$ cat src/rtl/ball_draw_pkg.sv
// Shared types, colour constants and the 32x32 ball shape ROM for multi_ball_draw.
package ball_draw_pkg;

  typedef enum logic [1:0] {
    TRANSPARENT = 2'd0,
    BODY        = 2'd1,
    BLACK       = 2'd2,
    WHITE       = 2'd3
  } ball_code_t;

  typedef enum logic [1:0] {
    VISIBLE = 2'd0,
    SINKING = 2'd1,
    GONE    = 2'd2
  } ball_state_t;

  localparam logic [7:0] TRANSPARENT_ENCODING = 8'hFF;
  localparam logic [7:0] BLACK_RGB            = 8'h00;
  localparam logic [7:0] WHITE_RGB            = 8'hFE;

  localparam int ROM_SIZE = 32;

  // Code for (y,x) lives at bits [2*(32*y+x) +: 2].
  typedef logic [2*ROM_SIZE*ROM_SIZE-1:0] shape_rom_t;

  // Disc of radius 16 filled with BODY, plus a number badge centred 8 rows
  // above the middle: WHITE disc of radius 3 inside a BLACK ring out to radius 5.
  // Distances are kept in doubled coordinates so pixel centres stay integral.
  function automatic shape_rom_t build_shape_rom();
    shape_rom_t rom;
    int         dx, dy, by, r2, b2;
    ball_code_t c;
    rom = '0;
    for (int y = 0; y < ROM_SIZE; y++) begin
      for (int x = 0; x < ROM_SIZE; x++) begin
        dx = 2 * x - 31;
        dy = 2 * y - 31;
        by = 2 * y - 15;
        r2 = dx * dx + dy * dy;
        b2 = dx * dx + by * by;
        if (r2 >= 1024)    c = TRANSPARENT;
        else if (b2 < 36)  c = WHITE;
        else if (b2 < 100) c = BLACK;
        else               c = BODY;
        rom[2*(y*ROM_SIZE+x) +: 2] = c;
      end
    end
    return rom;
  endfunction

  localparam shape_rom_t SHAPE_ROM = build_shape_rom();

  function automatic ball_code_t shape_lookup(input logic [4:0] y, input logic [4:0] x);
    logic [10:0] idx;
    idx = {y, x, 1'b0};
    return ball_code_t'(SHAPE_ROM[idx +: 2]);
  endfunction

endpackage

$ cat src/rtl/multi_ball_draw_channel.sv
// One ball channel: sink/respawn FSM with inset and frame counter, and the
// two-stage hit / shape-lookup pipeline producing a registered opaque flag and colour.
module ball_channel
  import ball_draw_pkg::*;
#(
  parameter int BALL_SIZE       = 32,
  parameter int SHRINK_STEP     = 2,
  parameter int FRAMES_PER_STEP = 4
) (
  input  logic        clk,
  input  logic        reset,
  input  logic        start_of_frame,
  input  logic [10:0] pixel_x,
  input  logic [10:0] pixel_y,
  input  logic [10:0] pos_x,
  input  logic [10:0] pos_y,
  input  logic        show,
  input  logic [7:0]  color,
  input  logic        sink_start,
  input  logic        respawn,
  output logic        opaque,
  output logic [7:0]  rgb,
  output logic        sunk
);

  localparam int OW = $clog2(BALL_SIZE);
  localparam int IW = OW + 2;
  localparam int FW = (FRAMES_PER_STEP > 1) ? $clog2(FRAMES_PER_STEP) : 1;

  ball_state_t   state_q, state_d;
  logic [IW-1:0] inset_q, inset_d, step_inset;
  logic [FW-1:0] frame_q, frame_d;

  // NOTE: every comb output gets a default first so no path leaves it unassigned (no latch).
  always_comb begin
    state_d    = state_q;
    inset_d    = inset_q;
    frame_d    = frame_q;
    step_inset = inset_q + IW'(SHRINK_STEP);
    if (respawn) begin
      state_d = VISIBLE;
      inset_d = '0;
      frame_d = '0;
    end else begin
      case (state_q)
        VISIBLE: if (sink_start) begin
          state_d = SINKING;
          inset_d = '0;
          frame_d = '0;
        end
        SINKING: if (start_of_frame) begin
          if (frame_q == FW'(FRAMES_PER_STEP - 1)) begin
            frame_d = '0;
            inset_d = step_inset;
            if (step_inset >= IW'(BALL_SIZE / 2)) state_d = GONE;
          end else begin
            frame_d = frame_q + 1'b1;
          end
        end
        default: ;
      endcase
    end
  end

  // NOTE: sequential state uses non-blocking assignments so all flops update together.
  always_ff @(posedge clk) begin
    if (reset) begin
      state_q <= VISIBLE;
      inset_q <= '0;
      frame_q <= '0;
    end else begin
      state_q <= state_d;
      inset_q <= inset_d;
      frame_q <= frame_d;
    end
  end

  assign sunk = (state_q == GONE);

  // Stage 1: box test in 12 bits so pos+BALL_SIZE cannot wrap past column 2047.
  logic [11:0]   px12, py12, x12, y12;
  logic [10:0]   diff_x, diff_y;
  logic          hit_d, hit_q;
  logic [OW-1:0] off_x_q, off_y_q;

  assign px12   = {1'b0, pixel_x};
  assign py12   = {1'b0, pixel_y};
  assign x12    = {1'b0, pos_x};
  assign y12    = {1'b0, pos_y};
  assign diff_x = pixel_x - pos_x;
  assign diff_y = pixel_y - pos_y;
  assign hit_d  = (px12 >= x12) && (px12 < x12 + 12'(BALL_SIZE)) &&
                  (py12 >= y12) && (py12 < y12 + 12'(BALL_SIZE));

  always_ff @(posedge clk) begin
    if (reset) begin
      hit_q   <= 1'b0;
      off_x_q <= '0;
      off_y_q <= '0;
    end else begin
      hit_q   <= hit_d;
      off_x_q <= diff_x[OW-1:0];
      off_y_q <= diff_y[OW-1:0];
    end
  end

  // Stage 2: shape lookup scaled onto the 32x32 ROM, inset window, colour select.
  logic [4:0]    rom_x, rom_y;
  ball_code_t    code;
  logic [IW-1:0] ox, oy, hi_lim;
  logic          in_window, opaque_d;
  logic [7:0]    rgb_d;

  assign rom_x     = 5'((32'(off_x_q) * ROM_SIZE) / BALL_SIZE);
  assign rom_y     = 5'((32'(off_y_q) * ROM_SIZE) / BALL_SIZE);
  assign code      = shape_lookup(rom_y, rom_x);
  assign ox        = IW'(off_x_q);
  assign oy        = IW'(off_y_q);
  assign hi_lim    = IW'(BALL_SIZE - 1) - inset_q;
  assign in_window = (ox >= inset_q) && (ox <= hi_lim) && (oy >= inset_q) && (oy <= hi_lim);
  assign opaque_d  = hit_q && show && (state_q != GONE) && (code != TRANSPARENT) && in_window;

  always_comb begin
    rgb_d = TRANSPARENT_ENCODING;
    case (code)
      BODY:    rgb_d = color;
      BLACK:   rgb_d = BLACK_RGB;
      WHITE:   rgb_d = WHITE_RGB;
      default: ;
    endcase
  end

  always_ff @(posedge clk) begin
    if (reset) begin
      opaque <= 1'b0;
      rgb    <= TRANSPARENT_ENCODING;
    end else begin
      opaque <= opaque_d;
      rgb    <= rgb_d;
    end
  end

endmodule

$ cat src/rtl/multi_ball_draw.sv
// Multi-ball sprite drawer: one ball_channel per ball, lowest-index priority merge.
// Optional BALL_OVERLAP_EN adds overlapPulse / overlapMask outputs.
module multi_ball_draw
  import ball_draw_pkg::*;
#(
  parameter int NUM_BALLS       = 4,
  parameter int BALL_SIZE       = 32,
  parameter int SHRINK_STEP     = 2,
  parameter int FRAMES_PER_STEP = 4
) (
  input  logic                    clk,
  input  logic                    reset,
  input  logic                    startOfFrame,
  input  logic [10:0]             pixelX,
  input  logic [10:0]             pixelY,
  input  logic [NUM_BALLS*11-1:0] ballTopLeftPosX,
  input  logic [NUM_BALLS*11-1:0] ballTopLeftPosY,
  input  logic [NUM_BALLS-1:0]    ballShow,
  input  logic [NUM_BALLS*8-1:0]  ballColor,
  input  logic [NUM_BALLS-1:0]    sinkStart,
  input  logic [NUM_BALLS-1:0]    respawn,
  output logic                    drawingRequestBall,
  output logic [7:0]              RGBoutBall,
  output logic [2:0]              drawnBallId,
  output logic [NUM_BALLS-1:0]    ballSunk
`ifdef BALL_OVERLAP_EN
  ,
  output logic                    overlapPulse,
  output logic [NUM_BALLS-1:0]    overlapMask
`endif
);

  logic [NUM_BALLS-1:0] ball_opaque;
  logic [7:0]           ball_rgb [NUM_BALLS];
  logic [2:0]           id_q;

  for (genvar i = 0; i < NUM_BALLS; i++) begin : g_ch
    ball_channel #(
      .BALL_SIZE      (BALL_SIZE),
      .SHRINK_STEP    (SHRINK_STEP),
      .FRAMES_PER_STEP(FRAMES_PER_STEP)
    ) u_ch (
      .clk           (clk),
      .reset         (reset),
      .start_of_frame(startOfFrame),
      .pixel_x       (pixelX),
      .pixel_y       (pixelY),
      .pos_x         (ballTopLeftPosX[11*i +: 11]),
      .pos_y         (ballTopLeftPosY[11*i +: 11]),
      .show          (ballShow[i]),
      .color         (ballColor[8*i +: 8]),
      .sink_start    (sinkStart[i]),
      .respawn       (respawn[i]),
      .opaque        (ball_opaque[i]),
      .rgb           (ball_rgb[i]),
      .sunk          (ballSunk[i])
    );
  end

  // Scan from the top index down so the lowest opaque index is the last writer.
  always_comb begin
    drawingRequestBall = 1'b0;
    RGBoutBall         = TRANSPARENT_ENCODING;
    drawnBallId        = id_q;
    for (int i = NUM_BALLS - 1; i >= 0; i--) begin
      if (ball_opaque[i]) begin
        drawingRequestBall = 1'b1;
        RGBoutBall         = ball_rgb[i];
        drawnBallId        = 3'(i);
      end
    end
  end

  always_ff @(posedge clk) begin
    if (reset) id_q <= '0;
    else       id_q <= drawnBallId;
  end

`ifdef BALL_OVERLAP_EN
  logic                 multi_hit;
  logic [NUM_BALLS-1:0] new_mask;

  assign multi_hit    = ($countones(ball_opaque) >= 2);
  assign new_mask     = multi_hit ? ball_opaque : '0;
  assign overlapPulse = multi_hit;

  // Frame start clears the mask but keeps an overlap seen on that same cycle.
  always_ff @(posedge clk) begin
    if (reset)             overlapMask <= '0;
    else if (startOfFrame) overlapMask <= new_mask;
    else                   overlapMask <= overlapMask | new_mask;
  end
`endif

endmodule

$ cat config.mk
export PLATFORM = sky130hd
export DESIGN_NAME = multi_ball_draw
export DESIGN_NICKNAME = d
export VERILOG_FILES = /design/src/rtl/ball_draw_pkg.sv /design/src/rtl/multi_ball_draw_channel.sv /design/src/rtl/multi_ball_draw.sv
export SDC_FILE = /design/constraint.sdc
export NUM_CORES = 1
export LEC_CHECK = 0
export CAP_MARGIN = 20
export CORE_MARGIN = 8
export CORE_UTILIZATION = 52
export DETAILED_ROUTE_END_ITERATION = 6
export PLACE_DENSITY = 0.78
export SYNTH_ARGS = -nofsm -noshare
export SYNTH_HDL_FRONTEND = slang
export SYNTH_SLANG_ARGS = --single-unit
export TNS_END_PERCENT = 50
$ cat constraint.sdc
create_clock -name clk -period 2.46 [get_ports clk]
set_clock_uncertainty 0.15 [all_clocks]
set_input_delay 0.615 -clock clk [delete_from_list [all_inputs] [get_ports clk]]
set_output_delay 0.615 -clock clk [all_outputs]
set_load 0.02 [all_outputs]
==> summary.md <==
| Metric | Value |
|---|---|
| Outcome | `complete, but fails checks` |
| Violations in the final reports | `negative setup slack` |
| Startpoint class of the critical path | `primary input` |
| Initial Utilization | `0.530` |
| First-pass GRT wire length | `77,100 um` |
| Final antenna-violating net count | `0` |
| Overall die area | `32,000 um^2` |
| Unique cell type count in the Yosys netlist | `93` |
| Number of antenna violations at the first check in global routing | `0` |
| Per-instance average area after synthesis | `7.66 um^2` |
| Launch point of the worst hold path | `g_ch[3].u_ch.frame_q[1]` |
| Setup repair after global routing missed its margin | `yes` |
| Sequential fraction of the synthesis area | `0.178` |
| Crit Reg-Reg Startpoint | `g_ch[3].u_ch.off_x_q[1]` |
| Post-route worst setup slack | `-0.108 ns` |
| Final Max Tran Viols | `0` |
| Largest net degree at the start of global routing | `35` |
| Maximum vdd ir drop | `0.495 mV` |
| Diode insertion count for antenna repair | `0` |
| CTS tree | `yes` |
| Static leakage | `8.75 nW` |
| Min Tclk post-route | `2.57 ns` |
| Post-synthesis register bit count | `123` |
| Crit share post-route | `1.04` |
| Post-synth design cell area | `13,800 um^2` |
| Sequential group share of total power | `0.265` |
| Async SR Flop Fraction | `0` |
| Port Buffers | `172` |
| Total number of H-tree levels | `4` |
| Switching share of power | `0.359` |
| Max Freq | `389 MHz` |
| Relative area change from synthesis to final layout | `42.5%` |
| Min-Delay Path Class | `reg2reg` |
| Worst setup path class | `in2reg` |
| Post-detailed-placement half-perimeter wirelength | `37,800 um` |
| Via count | `15,742` |
| Drt pass-1 iters | `7` |
| Leading cell types by total area after synthesis | `ha_1 (20%), dfxtp_1 (18%), inv_1 (4.5%), a21oi_1 (4.2%), nor2_1 (4.1%)` |
| Crit path max fanout | `3` |
| Number of warnings printed during yosys synthesis | `0` |
| Vias in the first global route | `15,522` |
| Max-capacitance violation count | `0` |
| Number of sinks handled by clock tree synthesis | `123` |
| Pre-CTS setup slack | `-0.859 ns` |
| Combinational cell fraction of total power | `0.448` |
| Layout fillers | `1,901` |
| Clock Latency Late Sink | `0.43 ns` |
| Number of nets in the synthesized netlist | `2,189` |
| Number of violations reported at the end of detailed-routing iteration 0 | `1,147` |
| Horizontal die dimension | `179 um` |
| Count of final hold-check violations | `0` |
| GR Util All Layers | `0.295` |
| Cell type contributing the most total cell area after synthesis | `ha_1` |
| Final Core Density | `0.755` |
| Number of enable flip-flop cells after synthesis | `0` |
| Actual transition at the worst max-transition pin | `0.522 ns` |
| Ratio of cells with drive above 1 in the final layout | `0.254` |
| Relative contribution of the clock network to total power | `0.287` |
| DRC violations left | `0` |
| Post-detailed-routing wire length | `48,600 um` |
| Gp weighted congestion | `0.993` |
| # rows | `59` |
| Final count of negative-setup-slack endpoints | `11` |
| Required time at the endpoint of the critical path | `2.67 ns` |
| Switching component of the power | `0.00319 W` |
| Setup crit end kind | `register` |
| Area share of the leading cell type in the synthesized netlist | `0.199` |
| Power per standard cell area | `451 nW/um^2` |
| Crit path DAT | `2.78 ns` |
| Final setup TNS | `-0.645 ns` |
| Worst rel slew slack | `0.650` |
| TritonCTS Buffers | `17` |
| I/O pin count | `173` |
| Primary flip-flop cell chosen by synthesis mapping | `dfxtp_1` |
| Std-Cell Core Area | `26,100 um^2` |
| Syn Inst Count | `1,804` |
| Net count of the finished layout | `2,653` |
| Detail-routed net length per standard cell | `18.6 um` |
| Top library cells by usage in the layout, fill and taps aside | `buf_4 (347), ha_1 (205), inv_1 (157)` |
| Clock transition time at the flip-flop clock pins of the worst setup and hold paths | `0.06 ns` |
| Root buf cell | `clkbuf_16` |
| Avg Vias per Cell | `6.02` |
| Most common cell after layout, fill and taps aside | `buf_4` |
| CTS Buffer Depth | `2` |
| Pint | `0.00569 W` |
| GR Overflow Total | `0` |
| Die height | `179 um` |
| Critical Path Source | `ballTopLeftPosY[24]` |
[cells in the mapped netlist, drive strengths merged (7+ instances only)]
cell type / number
ha: 220
o211ai: 22
xnor2: 45
o21ai: 105
dfxtp: 123
nand2: 65
or3: 16
a41oi: 10
or2: 14
nor2b: 43
o22ai: 20
nand3b: 9
nor4: 14
a21oi: 115
nor3: 93
o31ai: 10
a22oi: 20
a21o: 28
and4: 7
a211oi: 28
nor4b: 9
o32ai: 7
fa: 8
o311a: 7
nor2: 153
nand4: 15
o21bai: 9
nand2b: 31
nand3: 69
a221oi: 13
nor3b: 10
clkbuf: 40
a31oi: 41
and3: 12
inv: 167
buf: 53
a32oi: 7
o21a: 25
o2111ai: 19
mux2i: 7
and2: 10
[sequential cells by signal, indices dropped and copies added, names as in the netlist]
| signal | flops |
|---|---|
| id_q | 3 |
| g_ch.u_ch.off_x_q | 20 |
| g_ch.u_ch.rgb | 32 |
| g_ch.u_ch.off_y_q | 20 |
| g_ch.u_ch.state_q | 8 |
| g_ch.u_ch.hit_q | 4 |
| g_ch.u_ch.frame_q | 8 |
| g_ch.u_ch.opaque | 4 |
| g_ch.u_ch.inset_q | 24 |
[cells by family (layout without fill, tap and decap cells)]
group | after synthesis | count (layout) | synth area share
buf+inv | 261 | 738 | 0.0783
simple gates | 591 | 591 | 0.228
flops | 123 | 123 | 0.178
compound gates | 544 | 544 | 0.267
mux | 10 | 10 | 0.00752
fa+ha+maj | 228 | 228 | 0.211
xor+xnor | 47 | 47 | 0.0298
[per-stage QoR]
stage | hold WS [ns] | std cells | power, W | instance area, um^2
6_report | 0.331 | 2616 | 0.00888 | 19700
3_3_place_gp | 0.314 | 2552 | 0.00582 | 18100
4_1_cts | 0.334 | 2611 | 0.00864 | 19300
2_1_floorplan | 0.303 | 1804 | 0.00433 | 13800
3_5_place_dp | 0.326 | 2552 | 0.00591 | 18100
5_1_grt | 0.352 | 2616 | 0.00934 | 19700
[power by group through the flow]
stage | logic (W) | clock network, W | registers (W)
finish | 0.00398 | 0.00255 | 0.00235
CTS | 0.00374 | 0.00257 | 0.00233
floorplan | 0.00202 | 0 | 0.00231
global placement | 0.00345 | 0 | 0.00237
global route | 0.00430 | 0.00267 | 0.00237
detailed placement | 0.00354 | 0 | 0.00237
[path summary, 6_finish.rpt]
path	to	slack, ns	cells past startpoint
min reg2reg	g_ch[3].u_ch.frame_q[1]	0.33	2
max	g_ch[2].u_ch.hit_q	-0.11	11
min	g_ch[3].u_ch.frame_q[1]	0.33	2
max reg2reg	g_ch[3].u_ch.rgb[4]	-0.07	9
[what timing repair did]
action                                  CTS  global route
setup buffers                            30             4
hold buffers                              0             0
pin swaps                                61            42
endpoints found under the setup margin   37            51
cloned                                    0             1
gates resized for setup                 161           101
hold endpoints to repair                  0             0
[worst max-delay path: stages]
cell and delay [ns]:
clkdlybuf4s50_1 0.47, inv_2 0.05, ha_4 0.26, buf_4 0.11
nand3_1 0.11, a31oi_2 0.25, a211oi_1 0.08, buf_4 0.15
o211ai_1 0.34, o2111ai_2 0.17, nor3_2 0.16
[metal layers]
metal,track usage,part of all wire
met5,0,0
met4,0.140,0.047
met2,0.485,0.47
met3,0.0470,0.065
met1,0.370,0.42
[layout make-up]
type | count | area (um^2) | share of cell area
sequential | 123 | 2500 | 0.127
clock buffer | 19 | 453 | 0.0230
clock inverter | 13 | 144 | 0.00731
multi-input combinational | 1420 | 10900 | 0.556
inverter | 168 | 638 | 0.0324
timing repair buffer | 538 | 4590 | 0.233
tap | 335 | 419 | 0.0213
Power figures use the tool's default switching activity.
